===== config.mk =====
export PLATFORM = sky130hd
export DESIGN_NAME = bram_result_reader
export DESIGN_NICKNAME = d
export VERILOG_FILES = /design/src/rtl/bram_acc_pkg.sv /design/src/rtl/bram_result_reader_fifo2.sv /design/src/rtl/fifo2_chk.sv /design/src/rtl/bram_result_reader.sv
export SDC_FILE = /design/constraint.sdc
export NUM_CORES = 1
export LEC_CHECK = 0
export BUFFER_PORTS_ARGS = -buffer_cell sky130_fd_sc_hd__buf_2
export CORE_UTILIZATION = 58
export DETAILED_ROUTE_END_ITERATION = 7
export PLACE_DENSITY = 0.81
export RECOVER_POWER = 25
export SYNTH_ARGS = -nofsm -noshare
export SYNTH_HDL_FRONTEND = slang
export SYNTH_SLANG_ARGS = --single-unit

===== constraint.sdc =====
create_clock -name clk -period 4.85 [get_ports clk]
set_input_delay 0 -clock clk [delete_from_list [all_inputs] [get_ports clk]]
set_output_delay 0 -clock clk [all_outputs]
set_load 0.02 [all_outputs]

===== src/rtl/bram_acc_pkg.sv =====
// Shared definitions for the BRAM accumulate / result-drain blocks.
package bram_acc_pkg;

    // Result-reader FSM state encoding
    localparam logic [1:0] S_IDLE = 2'd0;
    localparam logic [1:0] S_RUN  = 2'd1;
    localparam logic [1:0] S_DONE = 2'd2;

    // BRAM read latency in cycles (ce to q valid)
    localparam int BRAM_RD_LAT = 1;

    // True when one more read may be issued without overrunning the 2-entry FIFO.
    // Occupancy counts words held, words still in flight from BRAM, minus the word
    // leaving the FIFO this cycle.
    function automatic logic credit_ok(input logic [1:0] fifo_cnt,
                                       input logic       inflight,
                                       input logic       pop);
        logic [2:0] occ;
        occ = {1'b0, fifo_cnt} + {2'b00, inflight} - {2'b00, pop};
        return (occ < 3'd2);
    endfunction

endpackage


===== src/rtl/bram_result_reader_fifo2.sv =====
// fifo2: two-entry register FIFO; slot0 is always the head, slots beyond the
// current count are kept at zero so the head reads 0 when empty.
module fifo2 #(
    parameter int DWIDTH = 32
) (
    input  logic              clk,
    input  logic              rst_n,
    input  logic              push_i,
    input  logic [DWIDTH-1:0] data_i,
    input  logic              pop_i,
    output logic              full_o,
    output logic              empty_o,
    output logic [1:0]        count_o,
    output logic [DWIDTH-1:0] head_o
);

    logic [DWIDTH-1:0] slot0_q, slot0_d;
    logic [DWIDTH-1:0] slot1_q, slot1_d;
    logic [1:0]        cnt_q, cnt_d;
    logic              pop_s;

    assign pop_s   = pop_i && (cnt_q != 2'd0);
    assign full_o  = (cnt_q == 2'd2);
    assign empty_o = (cnt_q == 2'd0);
    assign count_o = cnt_q;
    assign head_o  = empty_o ? {DWIDTH{1'b0}} : slot0_q;

    // Next slot contents and count for every push/pop combination
    always_comb begin
        slot0_d = slot0_q;
        slot1_d = slot1_q;
        cnt_d   = cnt_q;
        case ({push_i, pop_s})
            2'b10: begin
                if (cnt_q == 2'd0) begin
                    slot0_d = data_i;
                    cnt_d   = 2'd1;
                end else if (cnt_q == 2'd1) begin
                    slot1_d = data_i;
                    cnt_d   = 2'd2;
                end else begin
                    cnt_d   = cnt_q;
                end
            end
            2'b01: begin
                slot0_d = slot1_q;
                slot1_d = {DWIDTH{1'b0}};
                cnt_d   = cnt_q - 2'd1;
            end
            2'b11: begin
                if (cnt_q == 2'd1) begin
                    slot0_d = data_i;
                end else begin
                    slot0_d = slot1_q;
                    slot1_d = data_i;
                end
            end
            default: begin
                cnt_d = cnt_q;
            end
        endcase
    end

    // Storage registers, cleared by reset
    always_ff @(posedge clk or negedge rst_n) begin
        if (!rst_n) begin
            slot0_q <= {DWIDTH{1'b0}};
            slot1_q <= {DWIDTH{1'b0}};
            cnt_q   <= 2'd0;
        end else begin
            slot0_q <= slot0_d;
            slot1_q <= slot1_d;
            cnt_q   <= cnt_d;
        end
    end

    fifo2_chk u_chk (
        .clk    (clk),
        .rst_n  (rst_n),
        .push_i (push_i),
        .full_i (full_o)
    );

endmodule


===== src/rtl/fifo2_chk.sv =====
// Protocol checker for fifo2: a push must never land on a full FIFO.
module fifo2_chk (
    input logic clk,
    input logic rst_n,
    input logic push_i,
    input logic full_i
);

    a_no_push_when_full: assert property (@(posedge clk) disable iff (!rst_n) !(push_i && full_i));

endmodule


===== src/rtl/bram_result_reader.sv =====
// bram_result_reader: drains BRAM1 rows 0..run_count_i-1 into a valid/ready
// stream, using a 2-entry FIFO and read credits to ride out backpressure.
module bram_result_reader
    import bram_acc_pkg::*;
#(
    parameter int CNT_BIT = 31,
    parameter int DWIDTH  = 32,
    parameter int AWIDTH  = 8
) (
    input  logic               clk,
    input  logic               reset_n,
    input  logic               start_run_i,
    input  logic [CNT_BIT-1:0] run_count_i,
    output logic               idle_o,
    output logic               run_o,
    output logic               done_o,
    output logic [AWIDTH-1:0]  addr_b1_o,
    output logic               ce_b1_o,
    output logic               we_b1_o,
    output logic [DWIDTH-1:0]  d_b1_o,
    input  logic [DWIDTH-1:0]  q_b1_i,
    output logic               m_valid_o,
    output logic [DWIDTH-1:0]  m_data_o,
    input  logic               m_ready_i
);

    logic [1:0]         state_q, state_d;
    logic [CNT_BIT-1:0] cnt_q, cnt_d;
    logic [CNT_BIT-1:0] issued_q, issued_d;
    logic [CNT_BIT-1:0] sent_q, sent_d;
    logic               inflight_q;
    logic               pop_s;
    logic               fifo_full_s;
    logic               fifo_empty_s;
    logic [1:0]         fifo_cnt_s;
    logic [DWIDTH-1:0]  fifo_head_s;

    assign we_b1_o   = 1'b0;
    assign d_b1_o    = {DWIDTH{1'b0}};
    assign m_valid_o = !fifo_empty_s;
    assign m_data_o  = fifo_head_s;
    assign pop_s     = m_valid_o && m_ready_i;
    assign addr_b1_o = issued_q[AWIDTH-1:0];

    // Read data returns one cycle after ce, so the delayed ce is the FIFO push
    fifo2 #(.DWIDTH(DWIDTH)) u_fifo (
        .clk     (clk),
        .rst_n   (reset_n),
        .push_i  (inflight_q),
        .data_i  (q_b1_i),
        .pop_i   (pop_s),
        .full_o  (fifo_full_s),
        .empty_o (fifo_empty_s),
        .count_o (fifo_cnt_s),
        .head_o  (fifo_head_s)
    );

    // FSM state register
    always_ff @(posedge clk or negedge reset_n) begin
        if (!reset_n) begin
            state_q <= S_IDLE;
        end else begin
            state_q <= state_d;
        end
    end

    // FSM next state; RUN ends on the cycle the final beat leaves (sent_d reaches the count)
    always_comb begin
        state_d = state_q;
        case (state_q)
            S_IDLE: begin
                if (start_run_i) begin
                    state_d = S_RUN;
                end else begin
                    state_d = S_IDLE;
                end
            end
            S_RUN: begin
                if (sent_d == cnt_q) begin
                    state_d = S_DONE;
                end else begin
                    state_d = S_RUN;
                end
            end
            S_DONE:  state_d = S_IDLE;
            default: state_d = S_IDLE;
        endcase
    end

    // FSM outputs: status flags and the read-issue strobe
    always_comb begin
        idle_o  = 1'b0;
        run_o   = 1'b0;
        done_o  = 1'b0;
        ce_b1_o = 1'b0;
        case (state_q)
            S_IDLE: idle_o = 1'b1;
            S_RUN: begin
                run_o   = 1'b1;
                ce_b1_o = (issued_q < cnt_q) && credit_ok(fifo_cnt_s, inflight_q, pop_s);
            end
            S_DONE:  done_o = 1'b1;
            default: idle_o = 1'b0;
        endcase
    end

    // Counter next-state: latch the count and clear progress on start, else advance
    always_comb begin
        cnt_d    = cnt_q;
        issued_d = issued_q + {{(CNT_BIT-1){1'b0}}, ce_b1_o};
        sent_d   = sent_q + {{(CNT_BIT-1){1'b0}}, pop_s};
        if ((state_q == S_IDLE) && start_run_i) begin
            cnt_d    = run_count_i;
            issued_d = {CNT_BIT{1'b0}};
            sent_d   = {CNT_BIT{1'b0}};
        end else begin
            cnt_d    = cnt_q;
        end
    end

    // Count, progress and in-flight registers; reset drops any outstanding read
    always_ff @(posedge clk or negedge reset_n) begin
        if (!reset_n) begin
            cnt_q      <= {CNT_BIT{1'b0}};
            issued_q   <= {CNT_BIT{1'b0}};
            sent_q     <= {CNT_BIT{1'b0}};
            inflight_q <= 1'b0;
        end else begin
            cnt_q      <= cnt_d;
            issued_q   <= issued_d;
            sent_q     <= sent_d;
            inflight_q <= ce_b1_o;
        end
    end

endmodule


==> reports/metrics.yaml, run 1 <==
status:
  status: "finished, violations left"
  violations: "max-capacitance violations, max-slew violations"
placed_design:
  post-place-ws_ns: 0.5308
  placed_cell_area_mm2: 0.01055
  dp_hpwl_um: 16650
  dp_cells: 1381
  placement.io_buffers: 111
  gp_congestion: 0.9187
timing:
  slew_violations: 98
  slew_headroom_pct: -63.90
  hold_viol: 0
  fin_crit_ns: 4.411
  fmax_mhz: 226.7
  rsz0062_at_grt: "no"
  clock-skew-final_ns: 0.007971
  holdWs_ns: 0.2624
  finalWorstSetupSlack_ns: 0.4392
  worstMarginPinSlew_ns: 2.458
  setup_viol_count_final: 0
  tns_ns: 0
  period_share_pct: 90.94
detailed_routing:
  routed.top_layer: "met4"
  drt-wirelength-per-cell_um: 17.89
  wl_met1_um: 11090
  detail-route-antenna-nets: 0
  wl_met2_um: 13000
  detailedRoute.firstPassIterationCount: 6
  route.met3.wl_um: 1714
  drt_iter0_markers: 901
  remaining_drc_errors: 0
  totalWireLength_um: 26410
  avgViaCountPerCell: 6.108
  vias: 9015
floorplanning:
  core.rowCount: 47
  die_x_um: 133.2
  start_util_pct: 59.82
  io_pins: 145
  die_area_mm2: 0.01775
  die_h_um: 133.2
  core_mm2: 0.01670
critical_path:
  critPathKind: "reg -> reg"
  required_ns: 5.13
  cp_num_buf_inv: 2
  start_kind: "flip-flop"
  cp.arrival_ns: 4.70
  max_stage_delay_ns: 0.48
  cpMaxStageDelayCell: "nor3_1"
  crit_fanout: 5
  r2r_slack_ns: 0.44
  worst_path_most_repeated_cell: "ha_1"
  cp-end-kind: "flip-flop"
  cp_cell_sequence: "inv_1, ha_1, nor2b_1, buf_4, ha_1, nand2b_1, fa_1, xnor2_1, nand4b_1, a21oi_1, o211ai_1, nor2_1, a41o_1, ha_1, ha_1, nand2_1, nor3_1, nand4_1, xor2_1, nor2_1"
  critPathTopFamily: "simple AND/OR/NAND/NOR gates"
power:
  total_power_mw: 6.323
  power_leakage_nw: 5.288
  power_density_mw_per_mm2: 537.4
  ir_worst_vdd_uv: 402.4
global_route:
  antenna_found_initial: 0
  grt_pass1_vias: 8556
  grtUsageTotal_pct: 30.56
  grt_overflow: 0
  grt_pass1_wl_um: 43080
  grt_start_max_net_pins: 98
synthesis:
  yosys-top-cells-area: "dfrtp_1, a22oi_1, ha_1, o21ai_0, nand2_1"
  synth-seq-cells: 162
  async_reset_ff_share_pct: 100.0
  yosysWarnings: 0
  synth_edf_count: 0
  syn_avg_cell_area_um2: 9.025
  synth_area_leader_cell: "dfrtp_1"
  synth_ff_type: "dfrtp_1"
  syn_area_mm2: 0.009991
  yosys.area.top_type_share_pct: 40.58
  synth_cell_types: 64
  syn_inst: 1107
  yosysSeqAreaShare_pct: 40.58
layout:
  syn_to_final_growth_pct: 17.78
  fin_util_pct: 70.46
  fin_area_mm2: 0.01177
  nets: 1354
  drive_above_1_share_pct: 16.72
  final_common_cell: "dfrtp_1"
  mostFrequentLayoutCells: "dfrtp_1, buf_2, nand2_1"
  fillCellCount: 1239
  final_cells: 1476
  diodes: 0
clocking:
  cts.sinks: 162
  cts_setup_buffers: 0
  cts_tree: "done"
  htreeDepth: 4
  clockBufferDepth: 2
  path_clk_slew_ns: 0.06
  root_buffer: "clkbuf_16"
  clock_latency_ns: 0.43
  cts_buffers: 17
flow_run:
  cap_violations: 1
min_path:
  worst_hold_path_type: "in -> reg"
==> cell families (layout without fill, tap and decap cells) <==
family                     after synthesis  count (layout)  share of synthesized area, %
AOI/OAI and AO/OA                      278             278                         18.15
xor gates and xnor gates                56              56                         5.185
adders and majority gates               43              43                         5.460
buffers and inverters                  149             266                         7.188
DFF                                    162             162                         40.58
muxes                                   41              41                         4.509
other                                    1              33                       0.03753
and+or+nand+nor                        377             377                         18.90
==> worst paths after layout <==
path | start | to | cells after the start
min reg2reg | cnt_q[21] | cnt_q[21] | 2
min in group asynchronous | reset_n | sent_q[5] | 2
min | start_run_i | sent_q[11] | 4
max reg2reg | u_fifo.count_o[1] | issued_q[24] | 20
max in group asynchronous | reset_n | issued_q[29] | 3
max | u_fifo.count_o[1] | issued_q[24] | 20
==> repair_timing <==
action                                  4_1_cts  5_1_grt
endpoints found under the setup margin        0        0
resized for setup                             0        0
hold endpoints to repair                    189        0
hold buffers                                 64        0
==> synth_stat cells, types with 3 or more instances <==
library cell and count:
nand2b_1 10, a21oi_1 24, ha_1 42, nor4_1 8, buf_2 4, buf_1 6
or3_1 7, and4_1 6, o21ai_0 81, a21o_1 10, nor2_1 92, buf_4 41
nand3_1 34, mux2i_1 9, inv_1 44, nor2b_1 40, or4_1 9, a31oi_1 35
nand2_1 105, dfrtp_1 162, and3_1 5, mux2_2 32, nor3_1 15, xor2_1 25
nand4_1 22, o211ai_1 3, xnor2_1 29, a22oi_1 96, and2_1 8, clkbuf_1 54
o31ai_1 5
==> metal layers <==
layer / up-vias / track usage (%)
li1: 4172 / -
met1: 4406 / 40.24
met2: 394 / 49.91
met3: 43 / 5.403
met4: 0 / 12.63
met5: - / 0
==> registers in the layout (all words and copies together), names as in the netlist <==
register	cells
sent_q	31
inflight_q	1
issued_q	31
u_fifo.slot0_q	32
u_fifo.count_o	2
state_q	2
u_fifo.slot1_q	32
cnt_q	31
==> worst register-to-register path, delay by kind of cell, from the launching register on <==
| kind | cells | cell delay [ns] |
|---|---|---|
| AOI/OAI and AO/OA | 3 | 0.56 |
| xor gates and xnor gates | 2 | 0.33 |
| adders and majority gates | 5 | 1.32 |
| buffers and inverters | 2 | 0.25 |
| DFF | 1 | 0.41 |
| and+or+nand+nor | 8 | 1.41 |
==> layout make-up <==
cell class | instances | area, um2 | share of cell area [%]
Multi-Input combinational cell | 828 | 5370 | 45.64
Sequential cell | 162 | 4054 | 34.45
Timing Repair Buffer | 191 | 1316 | 11.19
Clock buffer | 20 | 456.7 | 3.881
Tap cell | 220 | 275.3 | 2.339
Inverter | 44 | 165.2 | 1.404
Clock inverter | 11 | 130.1 | 1.106
==> power by group <==
part / switching, mW / leakage [nW] / total, mW / internal, mW
logic: 1.67 / 2.96 / 2.82 / 1.15
clock network: 0.579 / 0.287 / 1.37 / 0.788
registers: 0.364 / 2.04 / 2.14 / 1.78
total: 2.61 / 5.29 / 6.32 / 3.71
No activity file was read; power rests on OpenSTA's default activity.
==> inputs of run 2 (changes only) <==
Settings changed: CORE_UTILIZATION 58 to 60, PLACE_DENSITY 0.81 to 0.83.
Clock period 4.85 ns to 5.2 ns, I/O delays scaled along.
==> reports/metrics.yaml, run 2 (synthesis results as in run 1) <==
status:
  status: "finished, violations left"  # unchanged
  violations: "max-capacitance violations, max-slew violations"  # unchanged
placed_design:
  dp_cells: 1376  # was 1381
  placement.io_buffers: 111  # unchanged
  placed_cell_area_mm2: 0.01053  # was 0.01055 mm2
  dp_hpwl_um: 17200  # was 16650 um
  gp_congestion: 0.9292  # was 0.9187
detailed_routing:
  drt-wirelength-per-cell_um: 18.46  # was 17.89 um
  totalWireLength_um: 27180  # was 26410 um
  remaining_drc_errors: 0  # unchanged
  avgViaCountPerCell: 6.240  # was 6.108
  detail-route-antenna-nets: 0  # unchanged
  detailedRoute.firstPassIterationCount: 5  # was 6
  drt_iter0_markers: 970  # was 901
  vias: 9185  # was 9015
timing:
  slew_violations: 46  # was 98
  fmax_mhz: 220.1  # was 226.7 MHz
  fin_crit_ns: 4.544  # was 4.411 ns
  period_share_pct: 87.39  # was 90.94%
  rsz0062_at_grt: "no"  # unchanged
  holdWs_ns: 0.3073  # was 0.2624 ns
  clock-skew-final_ns: 0.009059  # was 0.007971 ns
  setup_viol_count_final: 0  # unchanged
  hold_viol: 0  # unchanged
  slew_headroom_pct: -73.91  # was -63.90%
  worstMarginPinSlew_ns: 2.609  # was 2.458 ns
  tns_ns: 0  # unchanged
layout:
  fin_area_mm2: 0.01175  # was 0.01177 mm2
  diodes: 0  # unchanged
  fillCellCount: 1146  # was 1239
  final_common_cell: "dfrtp_1"  # unchanged
  syn_to_final_growth_pct: 17.62  # was 17.78%
  reg.largest.list: "u_fifo.slot0_q (32), u_fifo.slot1_q (32)"  # unchanged
  nets: 1353  # was 1354
  fin_util_pct: 73.18  # was 70.46%
  mostFrequentLayoutCells: "dfrtp_1, nand2_1, buf_2"  # was dfrtp_1, buf_2, nand2_1
  final_cells: 1472  # was 1476
  drive_above_1_share_pct: 15.53  # was 16.72%
global_route:
  grt_pass1_wl_um: 43830  # was 43080 um
  grt_pass1_vias: 8788  # was 8556
  grt_start_max_net_pins: 94  # was 98
  grtUsageTotal_pct: 33.18  # was 30.56%
  grt_overflow: 0  # unchanged
  antenna_found_initial: 0  # unchanged
min_path:
  worst_hold_path_type: "in -> reg"  # unchanged
  hp-start: "run_count_i[22]"  # was start_run_i
  hold_path_depth: 4  # unchanged
  whs_endpoint: "cnt_q[22]"  # was sent_q[11]
critical_path:
  reg2reg_from: "u_fifo.count_o[1]"  # unchanged
  cp-end-kind: "flip-flop"  # unchanged
  start_kind: "flip-flop"  # unchanged
  reg2reg_to: "issued_q[25]"  # was issued_q[24]
  startpoint: "u_fifo.count_o[1]"  # unchanged
  crit_fanout: 5  # unchanged
  r2r_cells: 19  # was 20
  r2r_slack_ns: 0.66  # was 0.44 ns
  critPathKind: "reg -> reg"  # unchanged
  required_ns: 5.48  # was 5.13 ns
  cp.arrival_ns: 4.83  # was 4.70 ns
floorplanning:
  start_util_pct: 62.22  # was 59.82%
  die_x_um: 131.0  # was 133.2 um
  die_area_mm2: 0.01717  # was 0.01775 mm2
  io_pins: 145  # unchanged
  core_mm2: 0.01606  # was 0.01670 mm2
  core.rowCount: 46  # was 47
  die_h_um: 131.0  # was 133.2 um
clocking:
  clock_latency_ns: 0.44  # was 0.43 ns
  cts.sinks: 162  # unchanged
  cts_buffers: 17  # unchanged
  clockBufferDepth: 2  # unchanged
  cts_resized: 0  # unchanged
  root_buffer: "clkbuf_16"  # unchanged
  cts_tree: "done"  # unchanged
  path_clk_slew_ns: 0.06  # about the same
  htreeDepth: 4  # unchanged
power:
  power_density_mw_per_mm2: 508.9  # was 537.4 mW/mm2
  ir_worst_vdd_uv: 387.0  # was 402.4 uV
  power_leakage_nw: 5.244  # was 5.288 nW
flow_run:
  cap_violations: 1  # unchanged
[run 2: cell count changes in the layout (fill, tap and decap cells not counted), moves of 3 or more]
cell,change
buf_2,-10
buf_4,-3
clkbuf_1,+13
clkinv_4,-3
[run 2: worst max-delay path by stage]
stage | to | slack, ns
after floorplan | issued_q[25] | 1.16
after global placement | issued_q[24] | 1.02
after detailed placement | issued_q[25] | 0.78
after CTS | issued_q[25] | 0.68
after global routing | issued_q[25] | 0.25
final | issued_q[25] | 0.66
[run 2: routing by layer]
metal  GRT usage [%]  up-vias  routed length, um
met5               0        -                  0
met4           13.32        0                734
met3           6.474       76               1825
met2           55.77      468              13540
met1           42.14     4463              11070
li1                -     4178                  -
[run 2: cell type report]
| cell class | count | area (um2) | area share, % |
|---|---|---|---|
| inverters | 44 | 165.2 | 1.405 |
| multi-input cells | 828 | 5363 | 45.63 |
| well taps | 216 | 270.3 | 2.300 |
| repair buffers | 190 | 1289 | 10.97 |
| clock inverters | 11 | 150.1 | 1.278 |
| clock buffers | 21 | 460.4 | 3.918 |
| flip-flops and latches | 162 | 4054 | 34.50 |
[run 2: report_power, final]
group | switching (mW) | internal [mW] | leakage, nW
registers | 0.349 | 1.66 | 2.04
clock network | 0.540 | 0.785 | 0.294
logic | 1.58 | 1.07 | 2.90
total | 2.47 | 3.51 | 5.24
[run 2: critical path, cell delays in order, from the launching register on]
cell and delay (ns):
dfrtp_1 0.41, inv_1 0.09, ha_1 0.20, nor2b_1 0.33
ha_1 0.31, nand2b_1 0.15, fa_1 0.38, xnor2_1 0.20
nand4b_1 0.13, a21oi_1 0.15, o211ai_1 0.14, nor2_1 0.13
a41o_1 0.22, ha_1 0.24, nand3_1 0.17, nor4_1 0.50
and2_1 0.28, nand4_1 0.14, xor2_1 0.18, nor2_1 0.06
[run 2: through the flow]
step	setup WS [ns]	total power, mW
after floorplan	1.161	3.830
after global placement	1.024	4.437
after detailed placement	0.7819	4.557
after CTS	0.6816	5.929
after global routing	0.2468	6.344
final	0.6558	5.980
[run 2: what timing repair did]
action	in CTS	in global routing
buffers inserted	0	0
hold buffers	64	0
hold endpoints to repair	137	0
==> inputs of run 3 (changes only) <==
Settings changed: CORE_ASPECT_RATIO set to 1.1.
==> reports/metrics.yaml, run 3 (synthesis results as in run 1) <==
detailed_routing:
  drt_iter0_markers: 734  # was 970
  drt-wirelength-per-cell_um: 17.69  # was 18.46 um
  wl_met2_um: 12950  # was 13540 um
  wl_met1_um: 10650  # was 11070 um
  totalWireLength_um: 25800  # was 27180 um
  detailedRoute.firstPassIterationCount: 8  # was 5
  route.met3.wl_um: 1591  # was 1825 um
  remaining_drc_errors: 19  # was 0
  detail-route-antenna-nets: 0  # unchanged
  avgViaCountPerCell: 6.136  # was 6.240
  routed.top_layer: "met4"  # unchanged
  vias: 8952  # was 9185
placed_design:
  gp_congestion: 0.9327  # was 0.9292
  post-place-ws_ns: 0.6746  # was 0.7819 ns
  dp_hpwl_um: 16260  # was 17200 um
  placement.io_buffers: 111  # unchanged
timing:
  clock-skew-final_ns: 0.009435  # was 0.009059 ns
  finalWorstSetupSlack_ns: 0.6552  # was 0.6558 ns
  fin_crit_ns: 4.545  # was 4.544 ns
  slew_violations: 106  # was 46
  holdWs_ns: 0.1668  # was 0.3073 ns
  tns_ns: 0  # unchanged
  slew_headroom_pct: -76.84  # was -73.91%
  rsz0062_at_grt: "no"  # unchanged
  fmax_mhz: 220.0  # was 220.1 MHz
  period_share_pct: 87.40  # was 87.39%
  setup_viol_count_final: 0  # unchanged
  worstMarginPinSlew_ns: 2.653  # was 2.609 ns
  hold_viol: 0  # unchanged
clocking:
  path_clk_slew_ns: 0.07  # was 0.06 ns
  clockBufferDepth: 2  # unchanged
  cts_resized: 0  # unchanged
  cts_tree: "done"  # unchanged
  clock_latency_ns: 0.43  # was 0.44 ns
  htreeDepth: 4  # unchanged
  root_buffer: "clkbuf_16"  # unchanged
  cts_buffers: 17  # unchanged
  cts.sinks: 162  # unchanged
critical_path:
  required_ns: 5.50  # was 5.48 ns
  cp_num_buf_inv: 1  # unchanged
  r2r_slack_ns: 0.66  # about the same
  start_kind: "flip-flop"  # unchanged
  worst_path_most_repeated_cell: "ha_1"  # unchanged
  reg2reg_from: "u_fifo.count_o[1]"  # unchanged
  cpMaxStageDelayCell: "nor3_1"  # was nor4_1
  cp-end-kind: "flip-flop"  # unchanged
  r2r_cells: 19  # unchanged
  critPathKind: "reg -> reg"  # unchanged
  crit_fanout: 5  # unchanged
  reg2reg_to: "issued_q[24]"  # was issued_q[25]
  cp_cell_sequence: "inv_1, ha_1, nor2b_1, ha_1, nand2b_1, fa_1, xnor2_1, nand4b_1, a21oi_1, o211ai_1, nor2_1, a41o_1, ha_1, ha_1, nand2_1, nor3_1, nand4_1, xor2_1, nor2_1"  # was inv_1, ha_1, nor2b_1, ha_1, nand2b_1, fa_1, xnor2_1, nand4b_1, a21oi_1, o211ai_1, nor2_1, a41o_1, ha_1, nand3_1, nor4_1, and2_1, nand4_1, xor2_1, nor2_1
  cp.arrival_ns: 4.84  # was 4.83 ns
  critPathTopFamily: "simple AND/OR/NAND/NOR gates"  # unchanged
  max_stage_delay_ns: 0.49  # was 0.50 ns
min_path:
  worst_hold_path_type: "in -> reg"  # unchanged
  whs_endpoint: "sent_q[27]"  # was cnt_q[22]
  hp-start: "start_run_i"  # was run_count_i[22]
  hold_path_depth: 4  # unchanged
layout:
  final_common_cell: "dfrtp_1"  # unchanged
  nets: 1352  # was 1353
  reg.largest.list: "u_fifo.slot0_q (32), u_fifo.slot1_q (32)"  # unchanged
  fin_util_pct: 72.29  # was 73.18%
  mostFrequentLayoutCells: "dfrtp_1, buf_2, nand2_1"  # was dfrtp_1, nand2_1, buf_2
  drive_above_1_share_pct: 16.25  # was 15.53%
  syn_to_final_growth_pct: 18.00  # was 17.62%
  diodes: 0  # unchanged
global_route:
  grt_start_max_net_pins: 108  # was 94
  grt_pass1_vias: 8486  # was 8788
  grt_overflow: 0  # unchanged
  grt_pass1_wl_um: 41830  # was 43830 um
  grtUsageTotal_pct: 30.50  # was 33.18%
  antenna_found_initial: 0  # unchanged
power:
  ir_worst_vdd_uv: 343.5  # was 387.0 uV
  total_power_mw: 5.974  # was 5.980 mW
  power_density_mw_per_mm2: 506.7  # was 508.9 mW/mm2
  power_leakage_nw: 5.278  # was 5.244 nW
flow_run:
  cap_violations: 1  # unchanged
status:
  violations: "design-rule violations, max-capacitance violations, max-slew violations"  # was max-capacitance violations, max-slew violations
  status: "finished, violations left"  # unchanged
floorplanning:
  core_mm2: 0.01631  # was 0.01606 mm2
  die_h_um: 137.3  # was 131.0 um
  start_util_pct: 61.26  # was 62.22%
  die_area_mm2: 0.01717  # about the same
  die_x_um: 125.0  # was 131.0 um
  core.rowCount: 49  # was 46
  io_pins: 145  # unchanged
-- run 3: power by group --
part           switching [mW]  leakage, nW  internal (mW)
clock network           0.520        0.298          0.831
logic                    1.55         2.94           1.07
registers               0.341         2.04           1.66
-- run 3: final cells by class --
| cell class | instances | area (um2) |
|---|---|---|
| Tap cell | 204 | 255.2 |
| Sequential cell | 162 | 4054 |
| Inverter | 44 | 165.2 |
| Clock inverter | 12 | 181.4 |
| Timing Repair Buffer | 189 | 1309 |
| Multi-Input combinational cell | 828 | 5368 |
| Fill cell | 1171 | 4519 |
| Clock buffer | 20 | 456.7 |
-- run 3: worst min-delay path, delay by kind of cell --
family	cells	cell delay (ns)
AND/OR/NAND/NOR	2	0.27
buffers and inverters	2	0.28
-- run 3: repair_timing --
item	4_1_cts	5_1_grt
hold buffers	64	0
endpoints found under the hold margin	199	0
setup buffers	0	0
-- run 3: layer usage --
metal	vias up	global-route usage, %
li1	4166	-
met1	4355	38.28
met2	363	53.01
met3	68	5.748
met4	0	10.84
met5	-	0
-- run 3: worst max path at each step --
stage / startpoint / slack [ns] / to / depth (start not counted)
after floorplan: u_fifo.count_o[1] / 1.16 / issued_q[25] / 19
after global placement: u_fifo.count_o[1] / 0.96 / issued_q[25] / 19
after detailed placement: u_fifo.count_o[1] / 0.67 / issued_q[24] / 19
after CTS: u_fifo.count_o[1] / 0.65 / issued_q[24] / 19
after global routing: u_fifo.count_o[1] / 0.22 / issued_q[24] / 19
final: u_fifo.count_o[1] / 0.66 / issued_q[24] / 19
-- run 3: metrics by stage --
step	cell area, um2	instances
after floorplan	10110	1139
after global placement	10520	1363
after detailed placement	10520	1363
after CTS	11800	1459
after global routing	11790	1459
final	11790	1459
